--- src/rtl/hv_cmd_pkg.sv ---
// -----------------------------------------------------------------------------
// hv_cmd_pkg
// Shared definitions for the hv_commandQ consumer side: bus widths, the BSM
// opcode set, CDB field offsets and the fetcher FSM state encoding.
// Imported by hv_cmd_fetcher_if, hv_cdb_checksum and hv_cmd_fetcher.
// -----------------------------------------------------------------------------
package hv_cmd_pkg;

  // Beat width of the hv_commandQ cmd_out port and size of one CDB.
  localparam int CMD_IO_WIDTH = 64;
  localparam int CDB_WIDTH    = 256;
  localparam int BEATS        = CDB_WIDTH / CMD_IO_WIDTH;

  // Default cycles to wait for cmd_oe after a request.
  localparam int OE_TIMEOUT_DEFAULT = 64;

  // Opcodes understood by the BSM engine.
  localparam logic [7:0] BSM_WRITE = 8'h40;
  localparam logic [7:0] BSM_READ  = 8'h30;
  localparam logic [7:0] QUERY     = 8'h70;

  // CDB field offsets. The checksum lives in 32b word 4 (cdb[159:128]);
  // it is chosen so every byte lane XORs to zero over all eight words.
  localparam int OPCODE_LSB = 0;
  localparam int TAG_LSB    = 8;
  localparam int CSUM_WORD  = 4;
  localparam int CSUM_WORDS = CDB_WIDTH / 32;

  typedef enum logic [2:0] {
    ST_IDLE    = 3'd0,
    ST_REQ     = 3'd1,
    ST_WAIT_OE = 3'd2,
    ST_CAPTURE = 3'd3,
    ST_PRESENT = 3'd4
  } fetch_state_e;

  function automatic logic is_known_opcode(input logic [7:0] op);
    return (op == BSM_WRITE) || (op == BSM_READ) || (op == QUERY);
  endfunction

endpackage

--- src/rtl/hv_cmd_fetcher_if.sv ---
// -----------------------------------------------------------------------------
// hv_cmd_fetcher_if
// Groups the queue-side (request/burst) and dispatcher-side (CDB handshake)
// signals of the command fetcher.
//   master : the fetcher  (drives cmd_request and all cdb_* / status outputs)
//   slave  : environment  (hv_commandQ output port + command dispatcher)
// Signals: enable, cq_cout_ready, cmd_request, cmd_oe, cmd_out[63:0],
//          cdb_valid, cdb_ready, cdb[255:0], cdb_opcode, cdb_tag, cdb_csum_ok,
//          cdb_bad_op, oe_timeout, cmd_count[15:0], csum_err_count[7:0]
// -----------------------------------------------------------------------------
interface hv_cmd_fetcher_if;
  import hv_cmd_pkg::*;

  logic                    enable;
  logic                    cq_cout_ready;
  logic                    cmd_request;
  logic                    cmd_oe;
  logic [CMD_IO_WIDTH-1:0] cmd_out;
  logic                    cdb_valid;
  logic                    cdb_ready;
  logic [CDB_WIDTH-1:0]    cdb;
  logic [7:0]              cdb_opcode;
  logic [7:0]              cdb_tag;
  logic                    cdb_csum_ok;
  logic                    cdb_bad_op;
  logic                    oe_timeout;
  logic [15:0]             cmd_count;
  logic [7:0]              csum_err_count;

  modport master (
    input  enable, cq_cout_ready, cmd_oe, cmd_out, cdb_ready,
    output cmd_request, cdb_valid, cdb, cdb_opcode, cdb_tag, cdb_csum_ok,
           cdb_bad_op, oe_timeout, cmd_count, csum_err_count
  );

  modport slave (
    output enable, cq_cout_ready, cmd_oe, cmd_out, cdb_ready,
    input  cmd_request, cdb_valid, cdb, cdb_opcode, cdb_tag, cdb_csum_ok,
           cdb_bad_op, oe_timeout, cmd_count, csum_err_count
  );

endinterface

--- src/rtl/hv_cdb_checksum.sv ---
// -----------------------------------------------------------------------------
// hv_cdb_checksum
// Combinational CDB checksum check, shared with the host-side CDB builder.
// XOR-folds the eight 32b words of a CDB; each of the four byte lanes of the
// fold must be zero for the CDB to be accepted.
//   i_cdb      in  256  CDB to verify
//   o_csum_ok  out 1    1 = all four byte lanes fold to zero
// -----------------------------------------------------------------------------
module hv_cdb_checksum
  import hv_cmd_pkg::*;
(
  input  logic [CDB_WIDTH-1:0] i_cdb,
  output logic                 o_csum_ok
);

  logic [31:0] w_fold;

  // NOTE: w_fold gets a default before the loop so this block stays purely
  // combinational and never infers a latch.
  always_comb begin
    w_fold = '0;
    for (int w = 0; w < CSUM_WORDS; w++) begin
      w_fold = w_fold ^ i_cdb[w*32 +: 32];
    end
  end

  // Lane-wise zero check collapses to a whole-word zero check.
  assign o_csum_ok = (w_fold == '0);

endmodule

--- src/rtl/hv_cmd_fetcher.sv ---
// -----------------------------------------------------------------------------
// hv_cmd_fetcher
// Consumer-side engine for hv_commandQ. Pulses cmd_request, deserialises the
// 4x64b cmd_out burst into a 256b CDB, verifies its checksum, decodes
// opcode/tag and presents the CDB to the dispatcher with a valid/ready
// handshake.
//   clk    in   clock
//   reset  in   asynchronous, active-high
//   bus    hv_cmd_fetcher_if.master (queue side + dispatcher side)
// Flow: IDLE -> REQ -> WAIT_OE -> CAPTURE -> PRESENT -> IDLE.
// -----------------------------------------------------------------------------
module hv_cmd_fetcher
  import hv_cmd_pkg::*;
#(
  parameter int OE_TIMEOUT = OE_TIMEOUT_DEFAULT
) (
  input  logic              clk,
  input  logic              reset,
  hv_cmd_fetcher_if.master  bus
);

  localparam int TIMER_W = $clog2(OE_TIMEOUT);
  localparam int IDX_W   = $clog2(BEATS);
  localparam logic [TIMER_W-1:0] TIMER_LAST = TIMER_W'(OE_TIMEOUT - 1);
  localparam logic [IDX_W-1:0]   IDX_LAST   = IDX_W'(BEATS - 1);

  fetch_state_e         r_state;
  fetch_state_e         w_next_state;
  logic [TIMER_W-1:0]   r_timer;
  logic [IDX_W-1:0]     r_beat_idx;
  logic [CDB_WIDTH-1:0] r_cdb;
  logic                 r_cdb_valid;
  logic                 r_csum_ok;
  logic                 r_bad_op;
  logic [15:0]          r_cmd_count;
  logic [7:0]           r_csum_err_count;

  logic                 w_cmd_request;
  logic                 w_oe_timeout;
  logic                 w_last_beat;
  logic                 w_csum_ok;
  logic [CDB_WIDTH-1:0] w_cdb_final;

  assign w_last_beat = (r_state == ST_CAPTURE) && (r_beat_idx == IDX_LAST);

  // The checksum is judged on the CDB as it will look after the last beat
  // lands, so the flag is registered together with cdb_valid.
  assign w_cdb_final = {bus.cmd_out, r_cdb[CDB_WIDTH-CMD_IO_WIDTH-1:0]};

  hv_cdb_checksum u_checksum (
    .i_cdb     (w_cdb_final),
    .o_csum_ok (w_csum_ok)
  );

  // Next-state and strobe decode.
  always_comb begin
    w_next_state  = r_state;
    w_cmd_request = 1'b0;
    w_oe_timeout  = 1'b0;
    case (r_state)
      ST_IDLE: begin
        if (bus.enable && bus.cq_cout_ready) w_next_state = ST_REQ;
      end
      ST_REQ: begin
        w_cmd_request = 1'b1;
        w_next_state  = ST_WAIT_OE;
      end
      ST_WAIT_OE: begin
        // A beat arriving on the very last wait cycle still wins.
        if (bus.cmd_oe) begin
          w_next_state = ST_CAPTURE;
        end else if (r_timer == TIMER_LAST) begin
          w_oe_timeout = 1'b1;
          w_next_state = ST_IDLE;
        end
      end
      ST_CAPTURE: begin
        if (r_beat_idx == IDX_LAST) w_next_state = ST_PRESENT;
      end
      ST_PRESENT: begin
        if (bus.cdb_ready) w_next_state = ST_IDLE;
      end
      default: w_next_state = ST_IDLE;
    endcase
  end

  // NOTE: all state here uses non-blocking assignments so every register
  // samples pre-edge values regardless of statement order.
  always_ff @(posedge clk or posedge reset) begin
    if (reset) begin
      r_state          <= ST_IDLE;
      r_timer          <= '0;
      r_beat_idx       <= '0;
      // NOTE: the CDB holding register is reset on purpose: downstream sees
      // a defined all-zero cdb after reset rather than stale burst data.
      r_cdb            <= '0;
      r_cdb_valid      <= 1'b0;
      r_csum_ok        <= 1'b0;
      r_bad_op         <= 1'b0;
      r_cmd_count      <= '0;
      r_csum_err_count <= '0;
    end else begin
      r_state <= w_next_state;
      r_timer <= (r_state == ST_WAIT_OE) ? r_timer + TIMER_W'(1) : '0;

      case (r_state)
        ST_WAIT_OE: begin
          if (bus.cmd_oe) begin
            r_cdb[CMD_IO_WIDTH-1:0] <= bus.cmd_out;
            r_beat_idx              <= IDX_W'(1);
          end
        end
        ST_CAPTURE: begin
          // Beats 1..3 follow beat 0 back-to-back; cmd_oe is not consulted.
          r_cdb[int'(r_beat_idx)*CMD_IO_WIDTH +: CMD_IO_WIDTH] <= bus.cmd_out;
          r_beat_idx <= r_beat_idx + IDX_W'(1);
          if (w_last_beat) begin
            r_cdb_valid <= 1'b1;
            r_csum_ok   <= w_csum_ok;
            r_bad_op    <= !is_known_opcode(r_cdb[OPCODE_LSB +: 8]);
          end
        end
        ST_PRESENT: begin
          // Bad-checksum and bad-opcode CDBs are delivered like any other.
          if (bus.cdb_ready) begin
            r_cdb_valid <= 1'b0;
            r_cmd_count <= r_cmd_count + 16'd1;
            if (!r_csum_ok && (r_csum_err_count != 8'hFF)) begin
              r_csum_err_count <= r_csum_err_count + 8'd1;
            end
          end
        end
        default: ;
      endcase
    end
  end

  assign bus.cmd_request    = w_cmd_request;
  assign bus.oe_timeout     = w_oe_timeout;
  assign bus.cdb_valid      = r_cdb_valid;
  assign bus.cdb            = r_cdb;
  assign bus.cdb_opcode     = r_cdb[OPCODE_LSB +: 8];
  assign bus.cdb_tag        = r_cdb[TAG_LSB +: 8];
  assign bus.cdb_csum_ok    = r_csum_ok;
  assign bus.cdb_bad_op     = r_bad_op;
  assign bus.cmd_count      = r_cmd_count;
  assign bus.csum_err_count = r_csum_err_count;

endmodule

--- src/flat_wrapper.sv ---
// flat-port wrapper written by rule: the top's interface ports become plain ports
module hv_cmd_fetcher_flat import hv_cmd_pkg::*;
#(
  parameter int OE_TIMEOUT = OE_TIMEOUT_DEFAULT
)
  (clk, reset, bus_enable, bus_cq_cout_ready, bus_cmd_oe, bus_cmd_out, bus_cdb_ready, bus_cmd_request, bus_cdb_valid, bus_cdb, bus_cdb_opcode, bus_cdb_tag, bus_cdb_csum_ok, bus_cdb_bad_op, bus_oe_timeout, bus_cmd_count, bus_csum_err_count);
  hv_cmd_fetcher_if bus_i ();
  input  logic clk;
  input  logic reset;
  input wire logic [$bits(bus_i.enable)-1:0] bus_enable;
  input wire logic [$bits(bus_i.cq_cout_ready)-1:0] bus_cq_cout_ready;
  input wire logic [$bits(bus_i.cmd_oe)-1:0] bus_cmd_oe;
  input wire logic [$bits(bus_i.cmd_out)-1:0] bus_cmd_out;
  input wire logic [$bits(bus_i.cdb_ready)-1:0] bus_cdb_ready;
  output wire logic [$bits(bus_i.cmd_request)-1:0] bus_cmd_request;
  output wire logic [$bits(bus_i.cdb_valid)-1:0] bus_cdb_valid;
  output wire logic [$bits(bus_i.cdb)-1:0] bus_cdb;
  output wire logic [$bits(bus_i.cdb_opcode)-1:0] bus_cdb_opcode;
  output wire logic [$bits(bus_i.cdb_tag)-1:0] bus_cdb_tag;
  output wire logic [$bits(bus_i.cdb_csum_ok)-1:0] bus_cdb_csum_ok;
  output wire logic [$bits(bus_i.cdb_bad_op)-1:0] bus_cdb_bad_op;
  output wire logic [$bits(bus_i.oe_timeout)-1:0] bus_oe_timeout;
  output wire logic [$bits(bus_i.cmd_count)-1:0] bus_cmd_count;
  output wire logic [$bits(bus_i.csum_err_count)-1:0] bus_csum_err_count;
  assign bus_i.enable = bus_enable;
  assign bus_i.cq_cout_ready = bus_cq_cout_ready;
  assign bus_i.cmd_oe = bus_cmd_oe;
  assign bus_i.cmd_out = bus_cmd_out;
  assign bus_i.cdb_ready = bus_cdb_ready;
  assign bus_cmd_request = bus_i.cmd_request;
  assign bus_cdb_valid = bus_i.cdb_valid;
  assign bus_cdb = bus_i.cdb;
  assign bus_cdb_opcode = bus_i.cdb_opcode;
  assign bus_cdb_tag = bus_i.cdb_tag;
  assign bus_cdb_csum_ok = bus_i.cdb_csum_ok;
  assign bus_cdb_bad_op = bus_i.cdb_bad_op;
  assign bus_oe_timeout = bus_i.oe_timeout;
  assign bus_cmd_count = bus_i.cmd_count;
  assign bus_csum_err_count = bus_i.csum_err_count;
  hv_cmd_fetcher #(.OE_TIMEOUT(OE_TIMEOUT)) u_core (.clk(clk), .reset(reset), .bus(bus_i));
endmodule
--- config.mk ---
export PLATFORM = sky130hd
export DESIGN_NAME = hv_cmd_fetcher_flat
export DESIGN_NICKNAME = d
export VERILOG_FILES = /design/src/rtl/hv_cmd_pkg.sv /design/src/rtl/hv_cmd_fetcher_if.sv /design/src/rtl/hv_cdb_checksum.sv /design/src/rtl/hv_cmd_fetcher.sv /design/src/flat_wrapper.sv
export SDC_FILE = /design/constraint.sdc
export NUM_CORES = 1
export LEC_CHECK = 0
export ABC_CLOCK_PERIOD_IN_PS = 10200
export BUFFER_PORTS_ARGS = -buffer_cell sky130_fd_sc_hd__buf_2
export CAP_MARGIN = 20
export CORE_UTILIZATION = 44
export DETAILED_ROUTE_END_ITERATION = 16
export GPL_ROUTABILITY_DRIVEN = 1
export GPL_TIMING_DRIVEN = 1
export HOLD_SLACK_MARGIN = 0.06
export PLACE_DENSITY = 0.71
export SKIP_LAST_GASP = 1
export SLEW_MARGIN = 20
export SYNTH_ARGS = -nofsm -noshare
export SYNTH_HDL_FRONTEND = slang
export SYNTH_SLANG_ARGS = --single-unit
--- constraint.sdc ---
create_clock -name clk -period 10.2 [get_ports clk]
set_input_delay 2.04 -clock clk [delete_from_list [all_inputs] [get_ports clk]]
set_output_delay 2.04 -clock clk [all_outputs]
set_load 0.02 [all_outputs]
==> flow_summary.yaml <==
logic_synthesis:
  synthMostInstantiatedCell: "sky130_fd_sc_hd__nand2_1"
  portion_of_the_post_synthesis_area_used_by_sequential_elements_pct: 53.5
  synth_top_cells_by_count: "400 x sky130_fd_sc_hd__nand2_1, 294 x sky130_fd_sc_hd__dfrtp_1, 209 x sky130_fd_sc_hd__xnor2_1, 163 x sky130_fd_sc_hd__o21ai_1, 65 x sky130_fd_sc_hd__a22o_1"
  synth.area.top_cells: "sky130_fd_sc_hd__dfrtp_1 54%, sky130_fd_sc_hd__xnor2_1 13%, sky130_fd_sc_hd__nand2_1 11%, sky130_fd_sc_hd__o21ai_1 5.9%, sky130_fd_sc_hd__a22o_1 4.1%"
  synth-main-ff-cell: "sky130_fd_sc_hd__dfrtp_1"
  synthArstFlopShare_pct: 100
  area_of_the_mapped_netlist_um2: 13700
  count_of_flip_flops_with_a_built_in_enable_after_synthesis: 0
  synth_top_area_cell: "sky130_fd_sc_hd__dfrtp_1"
  synth_top_cell_area_share_pct: 53.5
  ys_types: 38
  synthCells: 1396
  postSynthNetCount: 1474
  number_of_warnings_reported_in_the_yosys_synthesis_log: 0
  synth-seq-cells: 294
  syn_area_per_cell_um2: 9.84
power:
  power.leakage_uw: 0.00813
  power_report.internal_total_uw: 3690
  powerDensity_nw_per_um2: 399
  p_switching_uw: 3070
  ir_drop_uv: 202
  switching_share_pct: 45.4
  power_frac_clock_pct: 18.9
  seq_power_share_pct: 30.3
  share_comb_of_total_power_pct: 50.8
layout:
  seq_area_um2: 7360
  layout.nets: 1799
  fillerInstances: 2732
  insertedDiodeCount: 0
  drive_gt1_share_pct: 26.0
  multi_input_comb_area_um2: 5890
  area.growth.synth_to_final_pct: 23.3
  final_util_pct: 55.2
critical_path:
  critical_path.most_common_cell: "sky130_fd_sc_hd__buf_2"
  cp.buffers_inverters: 2
  crit_required_ps: 8160
  critical_path.max_fanout: 3
  r2r-start: "u_core.r_beat_idx[0]$_DFFE_PP0P_"
  crit-reg2reg-capture: "u_core.bus.cdb[2]$_DFFE_PP0P_"
  path_delay_family: "buffers and inverters"
  timing.reg2reg.setup_slack_ps: 7030
  criticalPathCategory: "in2out"
  slowest_stage: "sky130_fd_sc_hd__nand4b_1"
  timing.critical_path.slowest_cell_delay_ps: 180
  worstRegToRegCells: 8
  setup.worst_path.end_class: "primary output"
  arrival_time_at_the_worst_endpoint_ps: 2590
  cp_cell_sequence: "buf_2 -> nand4b_1 -> nor2_1 -> buf_2"
  timing.critical_path.from_type: "primary input"
  total_number_of_cells_along_the_worst_setup_path: 4
die:
  starting_density_pct: 44.8
  die_area_um2: 31900
  io_pins: 371
  floorplan.rows: 64
  core-area_um2: 30700
  die_w_um: 179
  fp.dieH_um: 179
detailed_routing:
  routedWlPerCell_um: 19.1
  avgViaCountPerCell: 5.16
  drt.antenna.violating_nets: 0
  drc: 0
  route.vias.total: 11100
  firstDrtPassIters: 5
  detailedRoute.firstIterationViolations: 682
  routed_wl_um: 41000
timing:
  min_period_over_period_pct: 45.4
  tightest_slew_ps: 1040
  grt_setup_unrepaired: "false"
  clock_skew_ps: 17.4
  final_period_minus_worst_setup_slack_ps: 4630
  setup_total_negative_slack_ps: 0
  maxSlewHeadroom_pct: 30.6
  final-setup-viol-count: 0
  finalHoldViolations: 0
  fmax_mhz: 216
  drv_slew: 0
global_routing:
  pin_count_of_the_biggest_net_entering_global_routing: 164
  grt.total_usage_pct: 25.6
  grt_overflow_total: 0
  grt_pass1_vias: 10700
  first_pass_grt_wire_length_um: 62700
  antenna_violations_before_repair: 0
clock_network:
  number_of_gates_resized_after_cts: 0
  cts_buffer_depth: 3
  htree_levels: 2
  ctsHoldBuffers: 0
  clock_tree_from_tritoncts: "done"
  clock_latency_ps: 510
  cts-root-buf: "sky130_fd_sc_hd__clkbuf_16"
  post-cts-setup-buffer-count: 0
  clock_sinks: 294
  tritoncts.num_buffers: 34
  clk_transition_reported_paths_ps: 50
outcome:
  run_status: "finished, final reports clean"
flow_run:
  max_cap_violations: 0
placed_design:
  buffer_ports.inserted: 370
  detailedPlacementHpwl_um: 28400
  gp_congestion: 0.864
hold_path:
  worstHoldPathCells: 2
  worstHoldEndpoint: "u_core.bus.cdb[239]$_DFFE_PP0P_"
  hold_class: "reg2reg"
  min_from: "u_core.bus.cdb[239]$_DFFE_PP0P_"
## through the flow
| stage | setup slack [ps] | std cells | area, µm² | hold slack [ps] | total power (µW) |
|---|---|---|---|---|---|
| after floorplan | 40.9 | 1396 | 13700 | 455 | 4310 |
| after global placement | 5550 | 2081 | 15700 | 460 | 5450 |
| after detailed placement | 5570 | 2081 | 15700 | 464 | 5520 |
| after CTS | 5570 | 2141 | 16900 | 477 | 6830 |
| after global routing | 5540 | 2141 | 16900 | 504 | 7210 |
| final | 5570 | 2141 | 16900 | 472 | 6760 |
## worst min-delay path, cell delays in order (launching register included)
cell,delay (ps)
sky130_fd_sc_hd__dfrtp_1,330
sky130_fd_sc_hd__nand2_1,50
sky130_fd_sc_hd__o21ai_0,60
## flip-flops by register name, summed over array words and instances, names as in the netlist
signal	count
u_core.r_beat_idx	2
u_core.r_timer	6
u_core.bus.cdb	256
u_core.bus.cdb_valid	1
u_core.bus.cmd_count	16
u_core.bus.cdb_csum_ok	1
u_core.bus.cdb_bad_op	1
u_core.bus.csum_err_count	8
u_core.r_state	3
## metal layers
metal  wire, µm  vias to the layer above  global-route usage, %
met3       3040                       68                   6.21
met5          0                        -                      0
met1      17000                     5366                   32.4
met2      19800                      407                   43.2
li1           -                     5215                      -
met4       1070                        0                   7.63
## power by group through the flow
stage	Combinational (µW)	Clock [µW]	Sequential [µW]
after floorplan	1790	0	2520
after CTS	3480	1310	2040
after global routing	3750	1350	2110
after detailed placement	3460	0	2060
final	3430	1280	2050
after global placement	3410	0	2030
## how the worst max path moves through the flow
stage	slack, ps	endpoint	startpoint
2_1_floorplan	40	u_core.bus.cdb[0]$_DFFE_PP0P_	reset
3_3_place_gp	5550	bus_oe_timeout	bus_cmd_oe
3_5_place_dp	5570	bus_oe_timeout	bus_cmd_oe
4_1_cts	5570	bus_oe_timeout	bus_cmd_oe
5_1_grt	5540	bus_oe_timeout	bus_cmd_oe
6_report	5570	bus_oe_timeout	bus_cmd_oe
## kinds of logic (layout without fill, tap and decap cells)
| kind of cell | Yosys count | in the layout | share of synthesized area [%] |
|---|---|---|---|
| DFF | 294 | 294 | 53.5 |
| xor gates and xnor gates | 250 | 250 | 15.9 |
| adders and majority gates | 8 | 8 | 0.728 |
| buffers and inverters | 102 | 451 | 3.96 |
| AOI/OAI and AO/OA | 268 | 268 | 11.6 |
| muxes | 3 | 3 | 0.237 |
| and+or+nand+nor | 471 | 471 | 14.0 |
## cell type report
type	instances	share of cell area (%)
inverter	7	0.199
timing repair buffer	384	11.6
sequential	294	43.4
tap	396	2.93
clock inverter	9	0.753
multi-input combinational	1000	34.8
clock buffer	51	6.29
## layout by cell type (no fill, tap or decap), drive strengths merged, types with 4 or more instances in the layout
master  instances
a21oi           4
a22o           65
and2            4
buf           384
clkbuf         51
clkinv          4
dfrtp         294
ha              8
inv             9
nand2         400
nand3          13
nand4          10
nor2           18
nor3            4
nor3b           5
nor4            7
o21ai         198
xnor2         209
xor2           41
(Power assumes the default switching activity.)
